<file path="config.mk">
export PLATFORM = sky130hd
export DESIGN_NAME = seq_1101_frame_tx_flat
export DESIGN_NICKNAME = d
export VERILOG_FILES = /design/src/rtl/seq_1101_pkg.sv /design/src/rtl/seq_1101_frame_tx_if.sv /design/src/rtl/piso_shift_reg.sv /design/src/rtl/seq_1101_frame_tx.sv /design/src/flat_wrapper.sv
export SDC_FILE = /design/constraint.sdc
export NUM_CORES = 1
export LEC_CHECK = 0
export ABC_AREA = 0
export BUFFER_PORTS_ARGS = -buffer_cell sky130_fd_sc_hd__buf_4
export CORE_MARGIN = 2
export CORE_UTILIZATION = 55
export CTS_CLUSTER_DIAMETER = 60
export CTS_CLUSTER_SIZE = 16
export DETAILED_ROUTE_END_ITERATION = 6
export HOLD_SLACK_MARGIN = 0.06
export PLACE_DENSITY = 0.86
export SLEW_MARGIN = 25
export SYNTH_ARGS = -nofsm -noshare
export SYNTH_HDL_FRONTEND = slang
export SYNTH_SLANG_ARGS = --single-unit
</file>
<file path="constraint.sdc">
create_clock -name clk -period 4.5 [get_ports clk]
set_input_delay 0.225 -clock clk [delete_from_list [all_inputs] [get_ports clk]]
set_output_delay 0.225 -clock clk [all_outputs]
set_load 0.05 [all_outputs]
</file>
<file path="src/rtl/seq_1101_pkg.sv">
// Shared definitions for both ends of the 1101 sequence link.
// The transmitter and the overlapping 1101 detector both import this package.
package seq_1101_pkg;

    typedef enum logic [1:0] {
        S_IDLE = 2'd0,
        S_SYNC = 2'd1,
        S_DATA = 2'd2,
        S_GAP  = 2'd3
    } state_e;

    localparam logic [3:0] SYNC_PATTERN = 4'b1101;
    localparam int         SYNC_LEN     = 4;

    // Counter wide enough for the longest phase plus one bit of headroom.
    function automatic int cnt_width(input int data_w, input int gap);
        int m;
        m = SYNC_LEN;
        if (data_w > m) m = data_w;
        if (gap > m)    m = gap;
        return $clog2(m) + 1;
    endfunction

endpackage

</file>
<file path="src/rtl/seq_1101_frame_tx_if.sv">
// Parallel request side plus serial line of the 1101 frame transmitter.
interface seq_1101_frame_tx_if #(
    parameter int DATA_W = 8
);
    logic              start;
    logic [DATA_W-1:0] data_in;
    logic              ready;
    logic              seq;
    logic              seq_valid;
    logic              done;

    modport master (
        output start,
        output data_in,
        input  ready,
        input  seq,
        input  seq_valid,
        input  done
    );

    modport slave (
        input  start,
        input  data_in,
        output ready,
        output seq,
        output seq_valid,
        output done
    );
endinterface

</file>
<file path="src/rtl/piso_shift_reg.sv">
// Parallel-in serial-out register: load a word, then shift it out MSB first.
module piso_shift_reg #(
    parameter int W = 8
) (
    input  logic         clk,
    input  logic         arstn,
    input  logic         load_i,
    input  logic         shift_i,
    input  logic [W-1:0] data_i,
    output logic         msb_o
);
    logic [W-1:0] sr_q;
    logic [W-1:0] sr_d;

    // NOTE: every combinational output gets a default first so no path can infer a latch.
    always_comb begin
        sr_d = sr_q;
        if (load_i) begin
            sr_d = data_i;
        end else if (shift_i) begin
            sr_d = sr_q << 1;
        end
    end

    // NOTE: state updates use <= so every flop samples pre-edge values; the data register is
    // cleared on reset too, so an aborted frame leaves nothing behind.
    always_ff @(posedge clk or negedge arstn) begin
        if (!arstn) begin
            sr_q <= '0;
        end else begin
            sr_q <= sr_d;
        end
    end

    assign msb_o = sr_q[W-1];

endmodule

</file>
<file path="src/rtl/seq_1101_frame_tx.sv">
// Serial frame transmitter: sync 1101, DATA_W payload bits MSB first, then GAP idle zeros.
// Outputs decode only from registered state, so no input reaches an output combinationally.
module seq_1101_frame_tx
    import seq_1101_pkg::*;
#(
    parameter int DATA_W = 8,
    parameter int GAP    = 2
) (
    input  logic                 clk,
    input  logic                 arstn,
    seq_1101_frame_tx_if.slave   bus
);
    localparam int CNT_W = cnt_width(DATA_W, GAP);

    localparam logic [CNT_W-1:0] SYNC_LAST = CNT_W'(SYNC_LEN - 1);
    localparam logic [CNT_W-1:0] DATA_LAST = CNT_W'(DATA_W - 1);
    localparam logic [CNT_W-1:0] GAP_LAST  = CNT_W'((GAP > 0) ? GAP - 1 : 0);

    state_e           state_q, state_d;
    logic [CNT_W-1:0] cnt_q, cnt_d;
    logic             done_q, done_d;
    logic             load;
    logic             shift;
    logic             payload_bit;
    logic [1:0]       sync_idx;

    piso_shift_reg #(
        .W (DATA_W)
    ) u_piso (
        .clk     (clk),
        .arstn   (arstn),
        .load_i  (load),
        .shift_i (shift),
        .data_i  (bus.data_in),
        .msb_o   (payload_bit)
    );

    always_ff @(posedge clk or negedge arstn) begin
        if (!arstn) begin
            state_q <= S_IDLE;
            cnt_q   <= '0;
            done_q  <= 1'b0;
        end else begin
            state_q <= state_d;
            cnt_q   <= cnt_d;
            done_q  <= done_d;
        end
    end

    always_comb begin
        state_d = state_q;
        cnt_d   = cnt_q;
        done_d  = 1'b0;
        load    = 1'b0;
        shift   = 1'b0;
        case (state_q)
            S_IDLE: begin
                if (bus.start) begin
                    load    = 1'b1;
                    cnt_d   = '0;
                    state_d = S_SYNC;
                end
            end
            S_SYNC: begin
                if (cnt_q == SYNC_LAST) begin
                    cnt_d   = '0;
                    state_d = S_DATA;
                end else begin
                    cnt_d = cnt_q + CNT_W'(1);
                end
            end
            S_DATA: begin
                shift = 1'b1;
                if (cnt_q == DATA_LAST) begin
                    // done lands in the first GAP cycle, or the IDLE cycle when there is no gap.
                    done_d  = 1'b1;
                    cnt_d   = '0;
                    state_d = (GAP > 0) ? S_GAP : S_IDLE;
                end else begin
                    cnt_d = cnt_q + CNT_W'(1);
                end
            end
            S_GAP: begin
                if (cnt_q == GAP_LAST) begin
                    cnt_d   = '0;
                    state_d = S_IDLE;
                end else begin
                    cnt_d = cnt_q + CNT_W'(1);
                end
            end
            default: begin
                state_d = S_IDLE;
                cnt_d   = '0;
            end
        endcase
    end

    // Sync bits come straight from the pattern, first bit at the MSB end.
    assign sync_idx = 2'(SYNC_LEN - 1) - cnt_q[1:0];

    assign bus.ready     = (state_q == S_IDLE);
    assign bus.seq_valid = (state_q == S_SYNC) || (state_q == S_DATA);
    assign bus.seq       = (state_q == S_SYNC) ? SYNC_PATTERN[sync_idx]
                         : (state_q == S_DATA) ? payload_bit
                         : 1'b0;
    assign bus.done      = done_q;

    a_valid_not_ready: assert property (@(posedge clk) disable iff (!arstn)
        !(bus.seq_valid && bus.ready));

    a_done_single: assert property (@(posedge clk) disable iff (!arstn)
        bus.done |=> !bus.done);

endmodule

</file>
<file path="src/flat_wrapper.sv">
// flat-port wrapper written by rule: the top's interface ports become plain ports
module seq_1101_frame_tx_flat import seq_1101_pkg::*;
#(
    parameter int DATA_W = 8,
    parameter int GAP    = 2
)
  (clk, arstn, bus_start, bus_data_in, bus_ready, bus_seq, bus_seq_valid, bus_done);
  seq_1101_frame_tx_if #(.DATA_W(DATA_W)) bus_i ();
  input  logic clk;
  input  logic arstn;
  input wire logic [$bits(bus_i.start)-1:0] bus_start;
  input wire logic [$bits(bus_i.data_in)-1:0] bus_data_in;
  output wire logic [$bits(bus_i.ready)-1:0] bus_ready;
  output wire logic [$bits(bus_i.seq)-1:0] bus_seq;
  output wire logic [$bits(bus_i.seq_valid)-1:0] bus_seq_valid;
  output wire logic [$bits(bus_i.done)-1:0] bus_done;
  assign bus_i.start = bus_start;
  assign bus_i.data_in = bus_data_in;
  assign bus_ready = bus_i.ready;
  assign bus_seq = bus_i.seq;
  assign bus_seq_valid = bus_i.seq_valid;
  assign bus_done = bus_i.done;
  seq_1101_frame_tx #(.DATA_W(DATA_W), .GAP(GAP)) u_core (.clk(clk), .arstn(arstn), .bus(bus_i));
endmodule
</file>
==> flow_summary.yaml <==
die:
  die_area_sq_um: 1910
  num_rows: 14
  die_y_microns: 43.7
  floorplan.io_pins: 15
  core_box_area_sq_um: 1490
  initial_standard_cell_utilization_of_the_core_pct: 58.3
  die_w_microns: 43.7
clock_network:
  clock_latency_ps: 280
  cts_max_path_bufs: 2
  clk_transition_reported_paths_ps: 90
  postCtsResizedCells: 0
  cts_hold_buffers: 1
  htreeDepth: 1
  post-cts-setup-buffers: 0
  clock_sinks: 15
  tritoncts: "done"
  cts_inserted_buffers: 3
  clockRootBuffer: "sky130_fd_sc_hd__clkbuf_4"
outcome:
  run_status: "complete, no violations"
synthesis:
  synth_top_area_share_pct: 43.2
  yosys.cell_types.count: 29
  synth.net_count: 105
  synth.top_cells.by_area: "sky130_fd_sc_hd__dfrtp_1 (43%), sky130_fd_sc_hd__ha_1 (12%), sky130_fd_sc_hd__mux2i_1 (9.2%), sky130_fd_sc_hd__nand2_1 (6.1%), sky130_fd_sc_hd__o21ai_0 (4.6%)"
  ys_warn_count: 0
  total_of_flip_flops_plus_latches_after_synthesis: 15
  synth_cells: 86
  yosysSeqAreaShare_pct: 43.2
  synth.cell_area_sq_um: 868
  syn_avg_cell_area_sq_um: 10.1
  netlist.top_cell.by_area: "sky130_fd_sc_hd__dfrtp_1"
cells_and_area:
  area_growth_syn_to_layout_pct: 15.7
  final_cells: 117
  final_common_cell: "sky130_fd_sc_hd__dfrtp_1"
  final_stage_net_count: 121
  post-route-cell-area_sq_um: 1000
  mostFrequentLayoutCells: "sky130_fd_sc_hd__dfrtp_1 (15), sky130_fd_sc_hd__nand2_1 (14), sky130_fd_sc_hd__buf_4 (14)"
  antennaDiodeCount: 0
  post_route_cells_drive_above_1_share_pct: 21.8
  finish.utilization_pct: 67.5
drt:
  initialDrtViolationCount: 20
  avgRoutedWirePerCell_microns: 13.6
  routed-via-count: 663
  route.antenna.remaining_nets: 0
  drc: 0
  drt-pass1-iter-count: 4
  drt-vias-per-instance: 5.67
  route.final.wire_length_mm: 1.59
setup_path:
  worst-endpoint-arrival_ps: 2250
  timing.critical_path.mode_cell: "sky130_fd_sc_hd__inv_1"
  worstSetupEndpointType: "register"
  start_kind: "register"
  worst_path_largest_cell_delay_ps: 510
  critPathMaxFanout: 11
  setup.worst_path.start: "u_core.state_q[0]$_DFFE_PN0P_"
  critical-path-slowest-cell: "sky130_fd_sc_hd__ha_1"
  timing.rr.start: "u_core.state_q[0]$_DFFE_PN0P_"
  series_of_cell_instances_along_the_critical_path: "inv_1 > ha_1 > inv_1 > o2111a_2 > nand2_1 > mux2_4"
  path_class: "register to register"
  timing.critical_path.required_ps: 4680
timing:
  report.final.hold_viol_count: 0
  finalClockSkew_ps: 1.65
  timing.final.crit_period_ps: 2070
  max-slew-margin-rel_pct: 64.4
  ratio_of_final_minimum_period_to_clock_period_pct: 46.1
  grt_setup_unrepaired: "false"
  tightestPinTransition_ps: 534
  drv_slew: 0
  setup_violation_total_in_the_final_timing_report: 0
  worst_hold_slack_ps: 138
  fin_tns_setup_ps: 0
  fmax_mhz: 482
place:
  hpwl_mm: 1.19
  gp_congestion: 0.852
  placed_cells: 112
  detailed_place.area_sq_um: 968
  numPortBuffers: 14
run:
  drv.max_cap_violation_count: 0
global_routing:
  grt_pass1_vias: 642
  globalRouteTotalUtil_pct: 19.0
  grt_max_degree: 17
  grt_pass1_wl_mm: 2.69
  grt.overflow.total: 0
  antenna_found_initial: 0
pwr:
  maximum_vdd_ir_drop_v: 0.000428
  standby_leakage_power_nw: 0.481
  pwr_density_cell_nw_per_um2: 699
min_path:
  worst_hold_path_type: "input port to register"
  hold_path.startpoint: "bus_data_in[3]"
==> kinds of logic (layout without fill, tap and decap cells) <==
family | Yosys count | in the layout | synth area share, %
buf+inv | 9 | 24 | 5.04
compound gates | 18 | 18 | 13.8
fa+ha+maj | 8 | 8 | 11.5
simple gates | 27 | 27 | 15.4
flops | 15 | 15 | 43.2
mux | 9 | 9 | 11.0
==> synth_stat cells, drive strengths merged <==
cell type / instances
o22ai: 2
nor2b: 1
inv: 5
a21oi: 2
and3b: 1
nor4: 1
dfrtp: 15
nor2: 1
nor3: 1
or2b: 1
nand2: 14
mux2i: 8
nand2b: 2
and2: 1
a211oi: 2
clkbuf: 1
nand3: 2
mux2: 1
o41ai: 1
a21o: 1
or3: 2
o31a: 1
o2111a: 1
o21ai: 8
buf: 3
ha: 8
==> final timing paths <==
path	slack, ps	cells past startpoint	endpoint
worst max register to register	2430	6	u_core.state_q[1]$_DFFE_PN0P_
worst max-delay path	2430	6	u_core.state_q[1]$_DFFE_PN0P_
min in group asynchronous	320	2	u_core.cnt_q[1]$_DFFE_PN0N_
worst min register to register	550	1	u_core.bus.done$_DFF_PN0_
worst min-delay path	140	3	u_core.u_piso.sr_q[3]$_DFFE_PN0P_
max in group asynchronous	4010	2	u_core.state_q[0]$_DFFE_PN0P_
==> cell type report <==
class	instances	area, sq um
Multi-Input combinational cell	62	449
Tap cell	16	20.0
Clock buffer	4	26.3
Sequential cell	15	375
Inverter	5	18.8
Fill cell	116	484
Timing Repair Buffer	15	115
==> stage by stage <==
step,power [mW],worst slack [ps]
finish,0.702,2430
global route,0.757,2340
CTS,0.706,2440
detailed placement,0.626,2460
global placement,0.610,2550
floorplan,0.542,2550
==> state kept, by name, summed over array words and instances (netlist names) <==
name                cells
u_core.bus.done         1
u_core.state_q          2
u_core.cnt_q            4
u_core.u_piso.sr_q      8
==> critical path: cells and delay by family, from the launching register on <==
| kind | cells | cell delay, ps |
|---|---|---|
| adders and majority gates | 1 | 510 |
| DFF | 1 | 410 |
| AOI/OAI and AO/OA | 1 | 340 |
| muxes | 1 | 300 |
| buffers and inverters | 2 | 290 |
| and+or+nand+nor | 1 | 110 |
==> routing by layer <==
metal,up-vias,wire [microns],global-route usage [%]
met5,-,0,0
met3,4,70,3.75
met2,21,793,34.1
li1,327,-,-
met1,311,715,22.0
met4,0,8,7.27
==> power breakdown <==
group          internal, mW  switching (mW)  leakage, nW
clock                0.0344          0.0434       0.0150
sequential            0.189          0.0406        0.192
combinational         0.161           0.234        0.274
total                 0.384           0.318        0.481
Note: power is estimated with default switching activity, not from simulation.
